===== src/rtl/mem_io_bridge.sv =====
// mem_io_bridge: routes execute-stage accesses to data memory (combinational
// pass-through) or to one of N_IO peripheral windows via a registered
// request/acknowledge handshake with a timeout. Bad accesses pulse bus_err.
module mem_io_bridge #(
  parameter int          DATA_W    = 32,
  parameter int          IO_W      = 16,
  parameter int          N_IO      = 4,
  parameter logic [31:0] IO_BASE   = 32'hFFFFFC00,
  parameter int          IO_STRIDE = 16,
  parameter int          TIMEOUT   = 15
) (
  input  logic                         clock,
  input  logic                         reset,
  input  logic                         mRead,
  input  logic                         mWrite,
  input  logic                         ioRead,
  input  logic                         ioWrite,
  input  logic [31:0]                  addr_in,
  input  logic [DATA_W-1:0]            r_rdata,
  input  logic [DATA_W-1:0]            m_rdata,
  output logic [31:0]                  addr_out,
  output logic [DATA_W-1:0]            m_wdata,
  output logic                         m_we,
  output logic [N_IO-1:0]              io_sel,
  output logic                         io_rd,
  output logic                         io_wr,
  output logic [$clog2(IO_STRIDE)-1:0] io_addr,
  output logic [IO_W-1:0]              io_wdata,
  input  logic [N_IO*IO_W-1:0]         io_rdata,
  input  logic [N_IO-1:0]              io_ack,
  output logic [DATA_W-1:0]            r_wdata,
  output logic                         stall,
  output logic                         bus_err
);

  localparam int          AW      = $clog2(IO_STRIDE);
  localparam int          CH_W    = (N_IO > 1) ? $clog2(N_IO) : 1;
  localparam int          CNT_W   = $clog2(TIMEOUT + 1);
  localparam logic [32:0] IO_SPAN = 33'(N_IO) * 33'(IO_STRIDE);

  typedef enum logic [1:0] {
    S_IDLE,
    S_WAIT,
    S_DONE
  } state_t;

  // One-hot channel select for the latched channel index.
  function automatic logic [N_IO-1:0] ch_onehot(input logic [CH_W-1:0] c);
    logic [N_IO-1:0] oh;
    oh = '0;
    for (int k = 0; k < N_IO; k++) begin
      oh[k] = (c == CH_W'(k));
    end
    return oh;
  endfunction

  state_t              state_q, state_d;
  logic [CH_W-1:0]     ch_q, ch_d;
  logic [AW-1:0]       io_addr_q, io_addr_d;
  logic [IO_W-1:0]     io_wdata_q, io_wdata_d;
  logic                is_wr_q, is_wr_d;
  logic [CNT_W-1:0]    cnt_q, cnt_d;
  logic [DATA_W-1:0]   rdata_q, rdata_d;
  logic                err_q, err_d;
  logic [N_IO-1:0]     io_sel_q, io_sel_d;
  logic                io_rd_q, io_rd_d;
  logic                io_wr_q, io_wr_d;

  logic [31:0]         offset;
  logic                hit;
  logic [CH_W-1:0]     ch_dec;
  logic                io_req;
  logic                legal;
  logic [IO_W-1:0]     ch_rdata;

  // Address decode: window hit, channel index and in-window offset.
  always_comb begin
    offset = addr_in - IO_BASE;
    hit    = (addr_in >= IO_BASE) && ({1'b0, offset} < IO_SPAN);
    ch_dec = offset[AW +: CH_W];
    io_req = ioRead | ioWrite;
    legal  = hit & ~(ioRead & ioWrite) & ~(mRead | mWrite);
  end

  // Read data of the channel currently being served.
  always_comb begin
    ch_rdata = io_rdata[int'(ch_q) * IO_W +: IO_W];
  end

  // Transaction FSM next state and next register values.
  always_comb begin
    state_d    = state_q;
    ch_d       = ch_q;
    io_addr_d  = io_addr_q;
    io_wdata_d = io_wdata_q;
    is_wr_d    = is_wr_q;
    cnt_d      = cnt_q;
    rdata_d    = rdata_q;
    err_d      = err_q;
    unique case (state_q)
      S_IDLE: begin
        if (io_req) begin
          if (legal) begin
            ch_d       = ch_dec;
            io_addr_d  = offset[AW-1:0];
            io_wdata_d = r_rdata[IO_W-1:0];
            is_wr_d    = ioWrite;
            cnt_d      = '0;
            err_d      = 1'b0;
            rdata_d    = '0;
            state_d    = S_WAIT;
          end else begin
            err_d   = 1'b1;
            rdata_d = '0;
            state_d = S_DONE;
          end
        end
      end
      S_WAIT: begin
        if (io_ack[ch_q]) begin
          // Writes return nothing; reads are zero-extended.
          rdata_d = is_wr_q ? '0 : DATA_W'(ch_rdata);
          err_d   = 1'b0;
          state_d = S_DONE;
        end else if (cnt_q == CNT_W'(TIMEOUT - 1)) begin
          rdata_d = '0;
          err_d   = 1'b1;
          state_d = S_DONE;
        end else begin
          cnt_d = cnt_q + 1'b1;
        end
      end
      S_DONE: begin
        // Strobes seen here belong to the instruction now completing.
        state_d = S_IDLE;
      end
      default: state_d = S_IDLE;
    endcase
    // Request outputs are registered: asserted exactly while in WAIT.
    io_sel_d = (state_d == S_WAIT) ? ch_onehot(ch_d) : '0;
    io_rd_d  = (state_d == S_WAIT) & ~is_wr_d;
    io_wr_d  = (state_d == S_WAIT) & is_wr_d;
  end

  // State and transaction registers with synchronous reset.
  always_ff @(posedge clock) begin
    if (reset) begin
      state_q    <= S_IDLE;
      ch_q       <= '0;
      io_addr_q  <= '0;
      io_wdata_q <= '0;
      is_wr_q    <= 1'b0;
      cnt_q      <= '0;
      rdata_q    <= '0;
      err_q      <= 1'b0;
      io_sel_q   <= '0;
      io_rd_q    <= 1'b0;
      io_wr_q    <= 1'b0;
    end else begin
      state_q    <= state_d;
      ch_q       <= ch_d;
      io_addr_q  <= io_addr_d;
      io_wdata_q <= io_wdata_d;
      is_wr_q    <= is_wr_d;
      cnt_q      <= cnt_d;
      rdata_q    <= rdata_d;
      err_q      <= err_d;
      io_sel_q   <= io_sel_d;
      io_rd_q    <= io_rd_d;
      io_wr_q    <= io_wr_d;
    end
  end

  // Memory pass-through, stall, load result and error outputs.
  always_comb begin
    addr_out = addr_in;
    m_wdata  = r_rdata;
    m_we     = mWrite & ~ioRead & ~ioWrite;
    io_sel   = io_sel_q;
    io_rd    = io_rd_q;
    io_wr    = io_wr_q;
    io_addr  = io_addr_q;
    io_wdata = io_wdata_q;
    stall    = ~reset & (((state_q == S_IDLE) & io_req) | (state_q == S_WAIT));
    bus_err  = (state_q == S_DONE) & err_q;
    r_wdata  = '0;
    if ((state_q == S_IDLE) && mRead) begin
      r_wdata = m_rdata;
    end else if (state_q == S_DONE) begin
      r_wdata = rdata_q;
    end
  end

endmodule


===== config.mk =====
export PLATFORM = sky130hd
export DESIGN_NAME = mem_io_bridge
export DESIGN_NICKNAME = d
export VERILOG_FILES = /design/src/rtl/mem_io_bridge.sv
export SDC_FILE = /design/constraint.sdc
export NUM_CORES = 1
export LEC_CHECK = 0
export CAP_MARGIN = 15
export CORE_ASPECT_RATIO = 0.6
export CORE_MARGIN = 2
export CORE_UTILIZATION = 32
export DETAILED_ROUTE_END_ITERATION = 7
export GPL_ROUTABILITY_DRIVEN = 0
export HOLD_SLACK_MARGIN = 0.06
export PLACE_DENSITY = 0.84
export SLEW_MARGIN = 25
export SYNTH_ARGS = -nofsm -noshare
export SYNTH_HDL_FRONTEND = slang
export SYNTH_SLANG_ARGS = --single-unit

===== constraint.sdc =====
create_clock -name clock -period 2.5 [get_ports clock]
set_clock_uncertainty 0.05 [all_clocks]
set_input_delay 0.375 -clock clock [delete_from_list [all_inputs] [get_ports clock]]
set_output_delay 0.375 -clock clock [all_outputs]
set_load 0.02 [all_outputs]

==> tab_implementation.tex, run 1 <==
\begin{tabular}{lr}
\hline
Metric & Value \\
\hline
\multicolumn{2}{l}{\textbf{Power and ir drop}} \\
Share of power burned in registers & 38.0\% \\
Cell area power density & 367.7 nW/um\^{}2 \\
Switching portion of total power & 26.53\% \\
Share of total power in combinational logic & 30.6\% \\
Share of power burned in the clock network & 31.4\% \\
Net Switching & 580.9 uW \\
Leak & 0.002119 uW \\
Int Power & 1609 uW \\
Worst IR drop on VDD & 430.1 uV \\
\multicolumn{2}{l}{\textbf{Timing}} \\
Count of endpoints failing setup in the final report & 0 \\
Final Max Slew Viols & 0 \\
Aggregate negative setup slack & 0 ps \\
Slew headroom & 51.78\% \\
Maximum clock frequency & 408.9 MHz \\
Post-route minimum period & 2445 ps \\
Final hold viol count & 0 \\
Worst-case hold slack & 423.0 ps \\
Slew of the pin with the lowest slew margin & 721.0 ps \\
Setup slack after layout & 54.59 ps \\
Part of the cycle the worst path needs & 97.82\% \\
RSZ-0062 raised after global routing & false \\
\multicolumn{2}{l}{\textbf{GRT}} \\
First-pass GRT wire length & 19910 um \\
Number of antenna violations at the first check in global routing & 0 \\
Combined global-route utilization of all metal layers & 22.05\% \\
Leftover overflow at the end of global routing & 0 \\
Largest net degree at the start of global routing & 25 \\
Vias in the first global route & 3799 \\
\multicolumn{2}{l}{\textbf{Worst setup path}} \\
Largest delay contributor family on the critical path & buffers and inverters \\
Number of buffers and inverters on the critical path & 2 \\
Critical-path maximum fanout & 4 \\
Setup slack, reg-to-reg & 440 ps \\
Count of cell instances traversed by the critical path & 5 \\
Crit path capture & stall \\
Startpoint types & input port \\
Length in cells of the worst reg-to-reg path & 4 \\
Most used cell, CP & clkdlybuf4s50\_1 \\
Critical path launch point & ioWrite \\
Critical path capture point type & primary output \\
Worst path required time & 2080 ps \\
Slowest cell on crit path & clkdlybuf4s50\_1 \\
Data arrival time at the worst-slack endpoint & 2020 ps \\
FF-to-FF End & io\_sel[1] \\
Cells along the critical path & clkdlybuf4s50\_1, or2\_2, nor2\_1, nor3\_1, clkdlybuf4s50\_1 \\
Class of the most critical setup path & input port to primary output \\
Slowest cell delay on critical path & 670 ps \\
Startpoint of the lowest-slack register-to-register path & ch\_q[0] \\
\multicolumn{2}{l}{\textbf{Yosys}} \\
EDFF count, synth & 0 \\
Most instantiated library cell after synthesis & buf\_4 \\
Largest cells by area after synthesis & dfxtp\_1, buf\_4, mux4\_2 \\
Seq/Total Area, Yosys & 30.78\% \\
Synthesized instance count & 363 \\
Number of distinct library cells after synthesis & 46 \\
Syn Nets & 535 \\
Predominant post-synthesis flop cell & dfxtp\_1 \\
Count of synthesis-stage warnings from yosys & 0 \\
Top-area cell type share of the netlist area & 30.78\% \\
Fraction of synthesis flops using an asynchronous set or reset pin & 0\% \\
Most frequent cells after synthesis & buf\_4, dfxtp\_1, a22o\_1 \\
Per-instance average area after synthesis & 9.317 sq um \\
Most area-hungry cell type in the Yosys netlist & dfxtp\_1 \\
Register bit total from synthesis & 52 \\
Cell area after technology mapping & 3382 sq um \\
\multicolumn{2}{l}{\textbf{Finish}} \\
Final instance area & 5954 sq um \\
Layout Nets & 731 \\
Flip-flop and latch area & 1041 sq um \\
Count of placed standard cells in the final layout, fillers left out & 699 \\
Area Overhead vs Synth & 76.06\% \\
Area used by multi-input combinational logic & 1733 sq um \\
Final antenna diode count & 0 \\
Fraction of layout instances using a drive strength above 1 & 10.54\% \\
FILL cells & 853 \\
\multicolumn{2}{l}{\textbf{Floorplanning}} \\
Die boundary height & 83.63 um \\
Starting density of the core & 32.48\% \\
Area of the core & 10410 sq um \\
Width of the chip & 136.7 um \\
FP Rows & 29 \\
Die area & 11430 sq um \\
Count of boundary I/O pins & 295 \\
\multicolumn{2}{l}{\textbf{Clocking}} \\
H-tree Lvls & 2 \\
Number of hold buffers added after cts & 0 \\
Clock tree from TritonCTS & yes \\
Clock latency on the worst-skew pair & 290 ps \\
Cell at the root of the clock tree & clkbuf\_16 \\
CTS Buffer Depth & 2 \\
Clock edge transition at the registers on the reported setup and hold paths & 70 ps \\
Clock buffers created by TritonCTS & 5 \\
Clock Sinks & 52 \\
\multicolumn{2}{l}{\textbf{Placed design}} \\
Place WS & -294.8 ps \\
Area after detailed placement & 5794 sq um \\
Detailed placer's ending HPWL & 10430 um \\
\# placed instances & 691 \\
\# port buffers & 262 \\
\multicolumn{2}{l}{\textbf{Detailed routing}} \\
DRT iter0 DRCs & 187 \\
Aggregate routed wire length & 13160 um \\
Number of nets with antenna violations after routing & 0 \\
Count of unresolved DRC violations after routing & 0 \\
DR vias & 3739 \\
Routed wirelength normalized by instance count & 18.83 um \\
Average via count per standard cell & 5.349 \\
DRT Pass-1 Iters & 4 \\
\multicolumn{2}{l}{\textbf{Flow run}} \\
Max cap viols & 0 \\
\multicolumn{2}{l}{\textbf{Run status}} \\
Result of the run & finished, final reports clean \\
\multicolumn{2}{l}{\textbf{Worst hold path}} \\
Class of the tightest hold or removal check & register to register \\
\hline
\end{tabular}
==> per-stage QoR <==
step	total power, uW	util, %
6_report	2189	57.18
5_1_grt	2265	57.18
4_1_cts	2201	57.12
3_5_place_dp	1517	55.64
3_3_place_gp	1508	55.64
2_1_floorplan	1157	-
==> power groups by stage <==
stage               Sequential [uW]  Clock (uW)  Combinational (uW)
global placement                852           0                 656
floorplan                       851           0                 306
finish                          833         688                 669
detailed placement              852           0                 665
global route                    833         728                 704
CTS                             833         699                 670
==> worst min path at each step <==
stage,start,endpoint,slack (ps),depth (start not counted)
floorplan,is_wr_q,io_rd,370,1
global placement,io_wdata[6],io_wdata[6],410,2
detailed placement,io_addr[0],io_addr[0],420,2
CTS,io_addr[0],io_addr[0],430,2
global route,io_wdata[8],io_wdata[8],450,2
finish,io_addr[0],io_addr[0],420,2
==> logic make-up after synthesis <==
group	synth area share (%)
xor gates and xnor gates	0.5180
AOI/OAI and AO/OA	20.46
adders and majority gates	0.7398
buffers and inverters	18.90
and+or+nand+nor	16.54
muxes	12.06
DFF	30.78
==> state kept, by name, indices dropped and copies added (netlist names) <==
signal and flops:
io_rd 1, err_q 1, rdata_q 16, cnt_q 4, io_sel 4, is_wr_q 1, io_addr 4, io_wdata 16
ch_q 2, io_wr 1, state_q 2
==> per-layer routing <==
metal  GRT usage, %  vias to the layer above  part of all wire, %
li1               -                     1726                    -
met1          28.61                     1815                   42
met2          38.23                      181                   49
met3          4.068                       17                  8.0
met4          4.451                        0                  1.1
met5              0                        -                    0
==> worst reg2reg max path, cell delays in order (launching register included) <==
cell and delay, ps:
dfxtp_1 360, mux4_2 520, or4_1 600, or3b_1 390
o21ai_2 70
==> area by class of cell <==
class | instances | area share [%]
clock buffers | 5 | 2.101
clock inverters | 3 | 0.3782
inverters | 3 | 0.1891
multi-input cells | 208 | 29.10
flip-flops and latches | 52 | 17.48
well taps | 139 | 2.921
repair buffers | 289 | 47.83
==> repair_timing <==
| item | in CTS | in global routing |
|---|---|---|
| gates resized for setup | 1 | 0 |
| buffers inserted | 0 | 0 |
| setup endpoints to repair | 1 | 0 |
==> cell usage in the layout, fill, tap and decap left out, drive strengths merged, types with 2 or more instances in the layout <==
master,synthesis,routed
dfxtp,52,52
nand4,27,27
nand3,5,5
clkinv,0,2
mux4,17,17
and2,3,3
inv,3,4
o21ai,6,6
clkdlybuf4s50,0,261
or3,3,3
nor3,6,6
ha,2,2
a21oi,24,24
nand2b,3,3
nand4b,3,3
nor2b,3,3
o22ai,2,2
clkbuf,31,5
buf,69,28
a2111oi,2,2
and3,19,19
a22o,32,32
nand2,6,6
or4,3,3
o31ai,23,23
nor2,3,3
Note: power is estimated with default switching activity, not from simulation.
==> run 2, diff against run 1 <==
--- a/config.mk
+++ b/config.mk
@@ -6,13 +6,15 @@
 export NUM_CORES = 1
 export LEC_CHECK = 0
 export CAP_MARGIN = 15
+export CELL_PAD_IN_SITES_DETAIL_PLACEMENT = 1
+export CELL_PAD_IN_SITES_GLOBAL_PLACEMENT = 2
 export CORE_ASPECT_RATIO = 0.6
 export CORE_MARGIN = 2
-export CORE_UTILIZATION = 32
+export CORE_UTILIZATION = 16
 export DETAILED_ROUTE_END_ITERATION = 7
 export GPL_ROUTABILITY_DRIVEN = 0
 export HOLD_SLACK_MARGIN = 0.06
-export PLACE_DENSITY = 0.84
+export PLACE_DENSITY = 0.83
 export SLEW_MARGIN = 25
 export SYNTH_ARGS = -nofsm -noshare
 export SYNTH_HDL_FRONTEND = slang
==> run 2 against run 1 <==
Sequential share of layout area fell by 0.50 points. Critical endpoint is now r_wdata[23]. Highest routed layer is now met5. Power rose by 4.4%. Sequential power barely moved. Critical path type unchanged. Global-route usage fell by 8.4 points. Non-clock buffer count fell by 1.
==> tab_implementation.tex, run 2 (synthesized netlist as in run 1, its figures left out) <==
\begin{tabular}{lr}
\hline
Metric & Value \\
\hline
\multicolumn{2}{l}{\textbf{Worst setup path}} \\
Largest delay contributor family on the critical path & buffers and inverters \\
Cells along the critical path & clkdlybuf4s50\_1, buf\_4, and3\_1, clkdlybuf4s50\_1 \\
Critical path capture point type & primary output \\
Class of the most critical setup path & input port to primary output \\
Number of buffers and inverters on the critical path & 3 \\
Startpoint of the lowest-slack register-to-register path & cnt\_q[0] \\
Crit path capture & r\_wdata[23] \\
Count of cell instances traversed by the critical path & 4 \\
Slowest cell on crit path & clkdlybuf4s50\_1 \\
Setup slack, reg-to-reg & 370 ps \\
Startpoint types & input port \\
Critical-path maximum fanout & 12 \\
Most used cell, CP & clkdlybuf4s50\_1 \\
Worst path required time & 2080 ps \\
Data arrival time at the worst-slack endpoint & 1960 ps \\
Critical path launch point & mRead \\
Length in cells of the worst reg-to-reg path & 6 \\
FF-to-FF End & io\_sel[1] \\
Slowest cell delay on critical path & 640 ps \\
\multicolumn{2}{l}{\textbf{Detailed routing}} \\
Detailed-routing wirelength on met1 & 6982 um \\
Count of unresolved DRC violations after routing & 0 \\
Routed wirelength normalized by instance count & 18.97 um \\
Met3 Wirelength & 1315 um \\
DRT Pass-1 Iters & 4 \\
Top layer used by detailed routing & met5 \\
DR vias & 3671 \\
Average via count per standard cell & 4.391 \\
Metal2 WL & 7377 um \\
DRT iter0 DRCs & 177 \\
Number of nets with antenna violations after routing & 0 \\
Aggregate routed wire length & 15860 um \\
\multicolumn{2}{l}{\textbf{Clocking}} \\
Cell at the root of the clock tree & clkbuf\_16 \\
H-tree Lvls & 2 \\
Number of setup buffers added after CTS & 0 \\
Clock Sinks & 52 \\
Clock buffers created by TritonCTS & 5 \\
Clock latency on the worst-skew pair & 300 ps \\
Clock tree from TritonCTS & yes \\
Number of hold buffers added after cts & 0 \\
Clock edge transition at the registers on the reported setup and hold paths & 70 ps \\
CTS Buffer Depth & 2 \\
\multicolumn{2}{l}{\textbf{Finish}} \\
FILL cells & 2367 \\
Most common cell after layout, fill and taps aside & clkdlybuf4s50\_1 \\
Commonest cells after routing, fill and taps aside & clkdlybuf4s50\_1, dfxtp\_1, a22o\_1 \\
Layout Nets & 730 \\
Fraction of layout instances using a drive strength above 1 & 11.31\% \\
Final antenna diode count & 0 \\
Count of placed standard cells in the final layout, fillers left out & 836 \\
Area Overhead vs Synth & 81.24\% \\
\multicolumn{2}{l}{\textbf{Placed design}} \\
Place WS & -340.4 ps \\
\# placed instances & 830 \\
Detailed placer's ending HPWL & 12890 um \\
\# port buffers & 262 \\
\multicolumn{2}{l}{\textbf{Floorplanning}} \\
Starting density of the core & 16.20\% \\
Die boundary height & 116.6 um \\
FP Rows & 41 \\
Count of boundary I/O pins & 295 \\
Area of the core & 20880 sq um \\
Die area & 22350 sq um \\
Width of the chip & 191.7 um \\
\multicolumn{2}{l}{\textbf{Power and ir drop}} \\
Worst IR drop on VDD & 221.8 uV \\
Leak & 0.002189 uW \\
Cell area power density & 372.9 nW/um\^{}2 \\
\multicolumn{2}{l}{\textbf{Timing}} \\
Worst-case hold slack & 428.1 ps \\
Aggregate negative setup slack & 0 ps \\
RSZ-0062 raised after global routing & false \\
Final Max Slew Viols & 0 \\
Count of endpoints failing setup in the final report & 0 \\
Slew headroom & 50.92\% \\
Slew of the pin with the lowest slew margin & 733.8 ps \\
Final hold viol count & 0 \\
Setup slack after layout & 110.1 ps \\
Post-route minimum period & 2390 ps \\
Part of the cycle the worst path needs & 95.60\% \\
Maximum clock frequency & 418.4 MHz \\
\multicolumn{2}{l}{\textbf{GRT}} \\
Leftover overflow at the end of global routing & 0 \\
First-pass GRT wire length & 22980 um \\
Largest net degree at the start of global routing & 32 \\
Combined global-route utilization of all metal layers & 13.66\% \\
Vias in the first global route & 3848 \\
Number of antenna violations at the first check in global routing & 1 \\
\multicolumn{2}{l}{\textbf{Run status}} \\
Result of the run & finished, final reports clean \\
\multicolumn{2}{l}{\textbf{Flow run}} \\
Max cap viols & 0 \\
\multicolumn{2}{l}{\textbf{Worst hold path}} \\
Class of the tightest hold or removal check & register to register \\
Worst hold path depth & 2 \\
\hline
\end{tabular}
run 2: worst register-to-register path, cell delays in order, from the launching register on:
cell and delay, ps:
dfxtp_1 430, inv_1 80, ha_1 220, and3_1 270, or4_1 550, or3b_1 410
o21ai_2 60
run 2: how the worst min path moves through the flow:
| stage | from | end |
|---|---|---|
| after floorplan | is_wr_q | io_rd |
| after global placement | rdata_q[0] | rdata_q[0] |
| after detailed placement | rdata_q[2] | rdata_q[2] |
| after CTS | io_wdata[13] | io_wdata[13] |
| after global routing | rdata_q[4] | rdata_q[4] |
| final | io_wdata[6] | io_wdata[6] |
run 2: power by group:
group	switching (uW)	internal, uW	leakage, uW	total [uW]
sequential	2.37	830	0.000419	833
combinational	276	387	0.00169	663
clock	327	462	0.0000757	790
total	605	1680	0.00219	2290
run 2: per-layer routing:
metal | track usage (%) | vias to the layer above
li1 | - | 1711
met1 | 17.45 | 1779
met2 | 22.84 | 167
met3 | 4.087 | 12
met4 | 3.026 | 2
met5 | 0 | -
run 2: timing repair:
item / 4_1_cts / 5_1_grt
cloned: 0 / 0
resized for setup: 17 / 4
endpoints found under the setup margin: 17 / 7
hold endpoints to repair: 0 / 0
run 2: metrics by stage:
stage	util [%]	total power, uW	cell area [sq um]
after floorplan	-	1157	3382
after global placement	28.57	1520	5964
after detailed placement	28.60	1531	5971
after CTS	29.29	2324	6116
after global routing	29.36	2393	6130
final	29.36	2285	6130
run 2: final cells by class:
cell class	instances	area [sq um]	area share, %
multi-input combinational	208	1739	28.37
sequential	52	1041	16.98
inverter	3	11.26	0.1837
clock inverter	1	30.03	0.4899
tap	279	349.1	5.695
timing repair buffer	288	2834	46.23
clock buffer	5	125.1	2.041
